==> config.mk <==
export PLATFORM = sky130hd
export DESIGN_NAME = apb_master_fsm
export DESIGN_NICKNAME = d
export VERILOG_FILES = /design/src/rtl/apb_master_fsm.sv
export SDC_FILE = /design/constraint.sdc
export NUM_CORES = 1
export LEC_CHECK = 0
export CAP_MARGIN = 5
export CORE_ASPECT_RATIO = 0.5
export CORE_MARGIN = 8
export CORE_UTILIZATION = 30
export CTS_BUF_LIST = sky130_fd_sc_hd__clkbuf_8
export DETAILED_ROUTE_END_ITERATION = 12
export SETUP_SLACK_MARGIN = 0.05
export SYNTH_ARGS = -nofsm -noshare
export SYNTH_HDL_FRONTEND = slang
export SYNTH_SLANG_ARGS = --single-unit
==> constraint.sdc <==
create_clock -name ACLK -period 3.86 [get_ports ACLK]
set_clock_uncertainty 0.05 [all_clocks]
set_input_delay 0.579 -clock ACLK [delete_from_list [all_inputs] [get_ports ACLK]]
set_output_delay 0.579 -clock ACLK [all_outputs]
set_load 0.005 [all_outputs]
==> src/rtl/apb_master_fsm.sv <==
`default_nettype none
// ============================================================================
//  Module   : apb_master_fsm
//  Brief    : APB master sequencer of the AXI4-Lite to APB bridge. Takes one
//             captured request, presents its address to the decoder, runs the
//             APB SETUP/ACCESS handshake on the selected slave and returns
//             read data plus a 2-bit AXI response.
//  Options  : APB_TIMEOUT_EN - when defined, an ACCESS phase that sees no
//             PREADY for c_timeout_cycles cycles is terminated with SLVERR.
//  Revision : 1.0 - initial release
// ============================================================================
module apb_master_fsm #(
    parameter int c_apb_num_slaves = 1,
    parameter int c_timeout_cycles = 16
) (
    input  logic                          ACLK,
    input  logic                          ARESETN,
    // request side
    input  logic                          req_valid,
    output logic                          req_ready,
    input  logic [31:0]                   req_addr,
    input  logic [31:0]                   req_wdata,
    input  logic [3:0]                    req_strb,
    input  logic [2:0]                    req_prot,
    input  logic                          req_write,
    // address decoder
    output logic [31:0]                   dec_addr,
    input  logic [c_apb_num_slaves-1:0]   slave_sel,
    // APB
    output logic [31:0]                   PADDR,
    output logic [31:0]                   PWDATA,
    output logic [3:0]                    PSTRB,
    output logic [2:0]                    PPROT,
    output logic                          PWRITE,
    output logic                          PENABLE,
    output logic [c_apb_num_slaves-1:0]   PSEL,
    input  logic [32*c_apb_num_slaves-1:0] PRDATA,
    input  logic [c_apb_num_slaves-1:0]   PREADY,
    input  logic [c_apb_num_slaves-1:0]   PSLVERR,
    // response side
    output logic                          rsp_valid,
    input  logic                          rsp_ready,
    output logic [31:0]                   rsp_rdata,
    output logic [1:0]                    rsp_resp
);

    localparam logic [1:0] c_resp_okay   = 2'b00;
    localparam logic [1:0] c_resp_slverr = 2'b10;
    localparam logic [1:0] c_resp_decerr = 2'b11;

    typedef enum logic [2:0] {
        S_IDLE   = 3'd0,
        S_DECODE = 3'd1,
        S_SETUP  = 3'd2,
        S_ACCESS = 3'd3,
        S_RESP   = 3'd4
    } state_t;

    // Reject meaningless parameterisations at elaboration time.
    if (c_apb_num_slaves < 1 || c_timeout_cycles < 1) begin : g_param_check
        $error("apb_master_fsm: c_apb_num_slaves and c_timeout_cycles must be >= 1");
    end

    state_t                        r_state;
    state_t                        w_state_nxt;

    // Request captured in IDLE; feeds the decoder and later the APB registers.
    logic [31:0]                   r_addr;
    logic [31:0]                   r_wdata;
    logic [3:0]                    r_strb;
    logic [2:0]                    r_prot;
    logic                          r_write;

    // APB-facing registers, loaded only when a transfer is launched so they
    // hold their previous value while the next request is being decoded.
    logic [c_apb_num_slaves-1:0]   r_sel;
    logic [31:0]                   r_paddr;
    logic [31:0]                   r_pwdata;
    logic [3:0]                    r_pstrb;
    logic [2:0]                    r_pprot;
    logic                          r_pwrite;

    logic [31:0]                   r_rdata;
    logic [1:0]                    r_resp;
    logic [31:0]                   w_rdata_nxt;
    logic [1:0]                    w_resp_nxt;

    logic [c_apb_num_slaves-1:0]   w_sel_low;
    logic                          w_sel_found;
    logic [31:0]                   w_prdata;
    logic                          w_pready;
    logic                          w_pslverr;
    logic                          w_tmo_expired;

    // Keep only the lowest-indexed select bit if the decoder flags several.
    always_comb begin
        w_sel_low   = '0;
        w_sel_found = 1'b0;
        for (int i = 0; i < c_apb_num_slaves; i++) begin
            if (slave_sel[i] && !w_sel_found) begin
                w_sel_low[i] = 1'b1;
                w_sel_found  = 1'b1;
            end
        end
    end

    // Return-path mux: only the selected slave's PRDATA/PREADY/PSLVERR count.
    always_comb begin
        w_prdata = '0;
        for (int i = 0; i < c_apb_num_slaves; i++) begin
            if (r_sel[i]) begin
                w_prdata = w_prdata | PRDATA[32*i +: 32];
            end
        end
    end

    assign w_pready  = |(PREADY & r_sel);
    assign w_pslverr = |(PSLVERR & r_sel);

`ifdef APB_TIMEOUT_EN
    localparam int c_tmo_w = $clog2(c_timeout_cycles + 1);
    logic [c_tmo_w-1:0] r_tmo_cnt;

    // Count ACCESS cycles without PREADY; zero whenever not in ACCESS.
    always_ff @(posedge ACLK) begin
        if (!ARESETN || r_state != S_ACCESS) begin
            r_tmo_cnt <= '0;
        end else if (!w_pready) begin
            r_tmo_cnt <= r_tmo_cnt + c_tmo_w'(1);
        end
    end

    // Expiry fires on the c_timeout_cycles-th ACCESS cycle without PREADY.
    assign w_tmo_expired = (r_tmo_cnt == c_tmo_w'(c_timeout_cycles - 1));
`else
    assign w_tmo_expired = 1'b0;
`endif

    // State register.
    always_ff @(posedge ACLK) begin
        if (!ARESETN) begin
            r_state <= S_IDLE;
        end else begin
            r_state <= w_state_nxt;
        end
    end

    // Next-state logic and the response value to be latched on entry to RESP.
    always_comb begin
        w_state_nxt = r_state;
        w_rdata_nxt = r_rdata;
        w_resp_nxt  = r_resp;
        case (r_state)
            S_IDLE: begin
                if (req_valid) begin
                    w_state_nxt = S_DECODE;
                end
            end
            S_DECODE: begin
                if (slave_sel == '0) begin
                    w_state_nxt = S_RESP;
                    w_rdata_nxt = '0;
                    w_resp_nxt  = c_resp_decerr;
                end else begin
                    w_state_nxt = S_SETUP;
                end
            end
            S_SETUP: begin
                w_state_nxt = S_ACCESS;
            end
            S_ACCESS: begin
                if (w_pready) begin
                    w_state_nxt = S_RESP;
                    w_rdata_nxt = r_pwrite ? 32'h0 : w_prdata;
                    w_resp_nxt  = w_pslverr ? c_resp_slverr : c_resp_okay;
                end else if (w_tmo_expired) begin
                    w_state_nxt = S_RESP;
                    w_rdata_nxt = '0;
                    w_resp_nxt  = c_resp_slverr;
                end
            end
            S_RESP: begin
                if (rsp_ready) begin
                    w_state_nxt = S_IDLE;
                end
            end
            default: begin
                w_state_nxt = S_IDLE;
            end
        endcase
    end

    // Capture the request on the IDLE handshake.
    always_ff @(posedge ACLK) begin
        if (!ARESETN) begin
            r_addr  <= '0;
            r_wdata <= '0;
            r_strb  <= '0;
            r_prot  <= '0;
            r_write <= 1'b0;
        end else if (r_state == S_IDLE && req_valid) begin
            r_addr  <= req_addr;
            r_wdata <= req_wdata;
            r_strb  <= req_strb;
            r_prot  <= req_prot;
            r_write <= req_write;
        end
    end

    // Latch the slave select and APB payload when leaving DECODE.
    always_ff @(posedge ACLK) begin
        if (!ARESETN) begin
            r_sel    <= '0;
            r_paddr  <= '0;
            r_pwdata <= '0;
            r_pstrb  <= '0;
            r_pprot  <= '0;
            r_pwrite <= 1'b0;
        end else if (r_state == S_DECODE) begin
            r_sel <= w_sel_low;
            if (slave_sel != '0) begin
                r_paddr  <= r_addr;
                r_pwdata <= r_wdata;
                r_pstrb  <= r_write ? r_strb : 4'h0;
                r_pprot  <= r_prot;
                r_pwrite <= r_write;
            end
        end
    end

    // Response registers; held stable through RESP until the handshake.
    always_ff @(posedge ACLK) begin
        if (!ARESETN) begin
            r_rdata <= '0;
            r_resp  <= c_resp_okay;
        end else begin
            r_rdata <= w_rdata_nxt;
            r_resp  <= w_resp_nxt;
        end
    end

    assign req_ready = (r_state == S_IDLE);
    assign rsp_valid = (r_state == S_RESP);
    assign rsp_rdata = r_rdata;
    assign rsp_resp  = r_resp;
    assign dec_addr  = r_addr;

    assign PSEL      = (r_state == S_SETUP || r_state == S_ACCESS) ? r_sel : '0;
    assign PENABLE   = (r_state == S_ACCESS);
    assign PADDR     = r_paddr;
    assign PWDATA    = r_pwdata;
    assign PSTRB     = r_pstrb;
    assign PPROT     = r_pprot;
    assign PWRITE    = r_pwrite;

endmodule
`default_nettype wire
==> reports/qor.txt <==
================================================================================
Reg2reg path depth                                                             4
Layout overhead on the synthesized area                                   45.55%
Cell accounting for the most synthesized area                            dfxtp_1
Pleak                                                                   3.198 nW
Number of different library cells in the post-synthesis netlist               31
Transition time at the pin with the least slew margin                   902.9 ps
Max-cap check violation count                                                  0
Post-synth design cell area                                             6634 µm²
Residual overflow from global routing                                          0
Global-route wire length before repair                                 31,610 µm
Sequential share of power                                                  54.5%
Via count                                                                  5,832
Syn nets                                                                     862
Worst-Skew Late Latency                                                   460 ps
End of the worst hold path                                           r_wdata[12]
Clock Pin Slew Worst Setup and Hold Paths                                  90 ps
CTS tree                                                                   built
Count of boundary I/O pins                                                   253
Max Freq                                                               389.6 MHz
Final setup violation count                                                    0
Async set-reset flop share out of synthesis                                   0%
Worst-case setup margin in the final layout                              1294 ps
Final instance area                                                     9656 µm²
Worst setup slack for register-to-register paths                         1610 ps
Run status                                                          finished, final reports clean
Synthesized area divided by synthesized cell count                     8.833 µm²
Worst hold slack across all endpoints                                   399.7 ps
Total instance count after detailed placement                              1,241
Cells resized by post-CTS repair                                               0
Hold Violations, Final                                                         0
Max-slew violation total from the final report                                 0
RSZ-0062 raised after global routing                                          no
EDFF count, synth                                                              0
Cell area power density                                             380.5 nW/µm²
Number of antenna violations at the first check in global routing              2
Share of layout cells above drive strength 1                              4.428%
CP cell instances                                                   nand2b_1 -> nor2_1 -> clkdlybuf4s50_1
Post-detailed-route DRC marker count                                           0
Combinational Power Share                                                  11.7%
Logic depth of the worst path, buffers included                                3
Detailed-routing iteration count for the pre-antenna-repair pass               4
Maximum buffer depth of the clock tree                                         2
Remaining antenna violation count after routing                                0
Clock network power share                                                  33.8%
Part of the Yosys area used for sequential elements                       54.92%
Number of cells produced by synthesis                                        751
Worst min-delay path startpoint                                      r_wdata[12]
Number of nets in the layout                                               1,071
Buffers & Inverters on Critical Path                                           1
Worst reg2reg path endpoint                                           PWDATA[11]
Largest fanout on the critical path                                           12
Routed via count divided by cell count                                     4.581
Hold Path Cell Cnt                                                             2
Row Count                                                                     38
Top-count cell post-synth                                                nand2_1
Min cycle time layout                                                    2566 ps
Predominant post-synthesis flop cell                                     dfxtp_1
Port-buffer cells                                                            252
Largest net degree at the start of global routing                            133
Via count of the first global-routing pass                                 5,571
Root Driver                                                             clkbuf_8
Type of the most critical hold path                                      reg2reg
Y dimension of the die                                                  121.2 µm
Ratio of final minimum period to clock period                             66.49%
Startpoint class of the critical path                                   register
Critical-path top delay cell                                             dfxtp_1
CTS Buf Count                                                                 17
YS warnings                                                                    0
Accumulated negative setup slack                                            0 ps
Endpoint type of the worst setup path                               primary output
Critical path data required time                                         3230 ps
Gp weighted congestion                                                    0.7598
Slew margin rel.                                                          39.67%
FF-to-FF Start                                                        r_state[0]
Leading cell types by count after synthesis                         215 x nand2_1, 182 x dfxtp_1, 78 x nand3_1
Internal Pwr Total                                                      2.737 mW
Quantity of hold-fixing buffers added after cts                                0
Post-CTS Setup Repair Bufs                                                     0
Die boundary width                                                      226.3 µm
Total GRT Usage                                                           14.60%
DP HPWL                                                                14,310 µm
Die Outline Area                                                      27,420 µm²
Data arrival at the endpoint of the critical path                        1940 ps
Initial standard-cell utilization of the core                             30.60%
Type of the worst setup path                                             reg2out
Post-placement setup slack                                               1036 ps
Detail-routed net length per standard cell                              15.98 µm
Synthesized flop and latch total                                             182
Main area contributors after synthesis                              dfxtp_1 55%, nand2_1 12%, a21boi_0 8.4%
Number of sinks on the clock net                                             182
Peak supply drop                                                       0.1852 mV
Post-Place Cell Area                                                    9275 µm²
Family with the most delay on the worst path                          flip-flops
DRT Wirelength                                                         20,340 µm
CP startpoint                                                         r_state[0]
Fraction of power spent switching nets                                    25.51%
Top-area cell type share of the netlist area                              54.92%
Non-filler instance count after layout                                     1,273
Htree depth                                                                    4
Switching power total                                                  0.9372 mW
Std-Cell Core Area                                                    21,680 µm²
Delay of the slowest critical-path stage                                  620 ps
Violation count after the first detailed-route iteration                     353
================================================================================
==> tightest hold or removal path: cells and delay by family, from the launching register on <==
family | cells | cell delay [ps]
compound gates | 1 | 50
flops | 1 | 310
simple gates | 1 | 50
==> cells in the final DEF (no fill, tap or decap), drive strengths merged, types with 2 or more instances in the layout <==
cell | netlist | routed
diode | 0 | 2
a21boi | 74 | 74
nor3 | 2 | 2
clkdlybuf4s50 | 0 | 251
clkinvlp | 0 | 7
a32o | 32 | 32
buf | 28 | 8
nand2b | 3 | 3
a21oi | 4 | 4
nand3 | 78 | 78
o21ai | 75 | 75
nand2 | 215 | 215
inv | 2 | 3
nor2 | 3 | 3
dfxtp | 182 | 182
clkbuf | 41 | 20
==> sequential cells by signal, indices dropped and copies added, names as in the netlist <==
signal and count:
r_wdata 32, r_sel 1, PADDR 32, r_prot 3, PPROT 3, PSTRB 4
PWDATA 32, r_state 3, dec_addr 32, r_write 1, PWRITE 1, r_strb 4
rsp_resp 2, rsp_rdata 32
==> area by class of cell <==
class / count / area, µm²
diodes: 2 / 5.005
clock buffers: 20 / 275.3
clock inverters: 10 / 100.1
fillers: 2136 / 12030
inverters: 2 / 7.507
multi-input cells: 498 / 2648
flip-flops and latches: 182 / 3643
well taps: 300 / 375.4
repair buffers: 259 / 2601
==> per-layer routing <==
metal / up-vias / wire [µm] / GRT usage (%)
li1: 2977 / - / -
met1: 2750 / 8321 / 16.08
met2: 85 / 10940 / 26.95
met3: 20 / 758 / 3.860
met4: 0 / 323 / 5.259
met5: - / 0 / 0
==> power groups by stage <==
stage | sequential (mW) | clock (mW) | combinational (mW)
finish | 2.00 | 1.24 | 0.429
CTS | 2.00 | 1.30 | 0.437
global placement | 2.04 | 0 | 0.432
floorplan | 2.04 | 0 | 0.204
global route | 2.02 | 1.39 | 0.472
detailed placement | 2.05 | 0 | 0.435
==> metrics by stage <==
step / utilization [%] / total power, mW
CTS: 44.51 / 3.738
global placement: 42.78 / 2.477
floorplan: - / 2.241
finish: 44.53 / 3.674
global route: 44.53 / 3.873
detailed placement: 42.78 / 2.483
==> cells by family after synthesis <==
logic type,after synthesis,synth area share [%]
simple gates,309,19.94
compound gates,189,19.73
flops,182,54.92
buf+inv,71,5.413
==> worst max-delay path by stage <==
stage	endpoint	slack (ps)
6_report	PENABLE	1290
5_1_grt	PENABLE	1130
4_1_cts	PENABLE	1230
3_5_place_dp	PWDATA[19]	1040
3_3_place_gp	PWDATA[12]	1090
2_1_floorplan	rsp_resp[1]	2240
(Power assumes the default switching activity.)
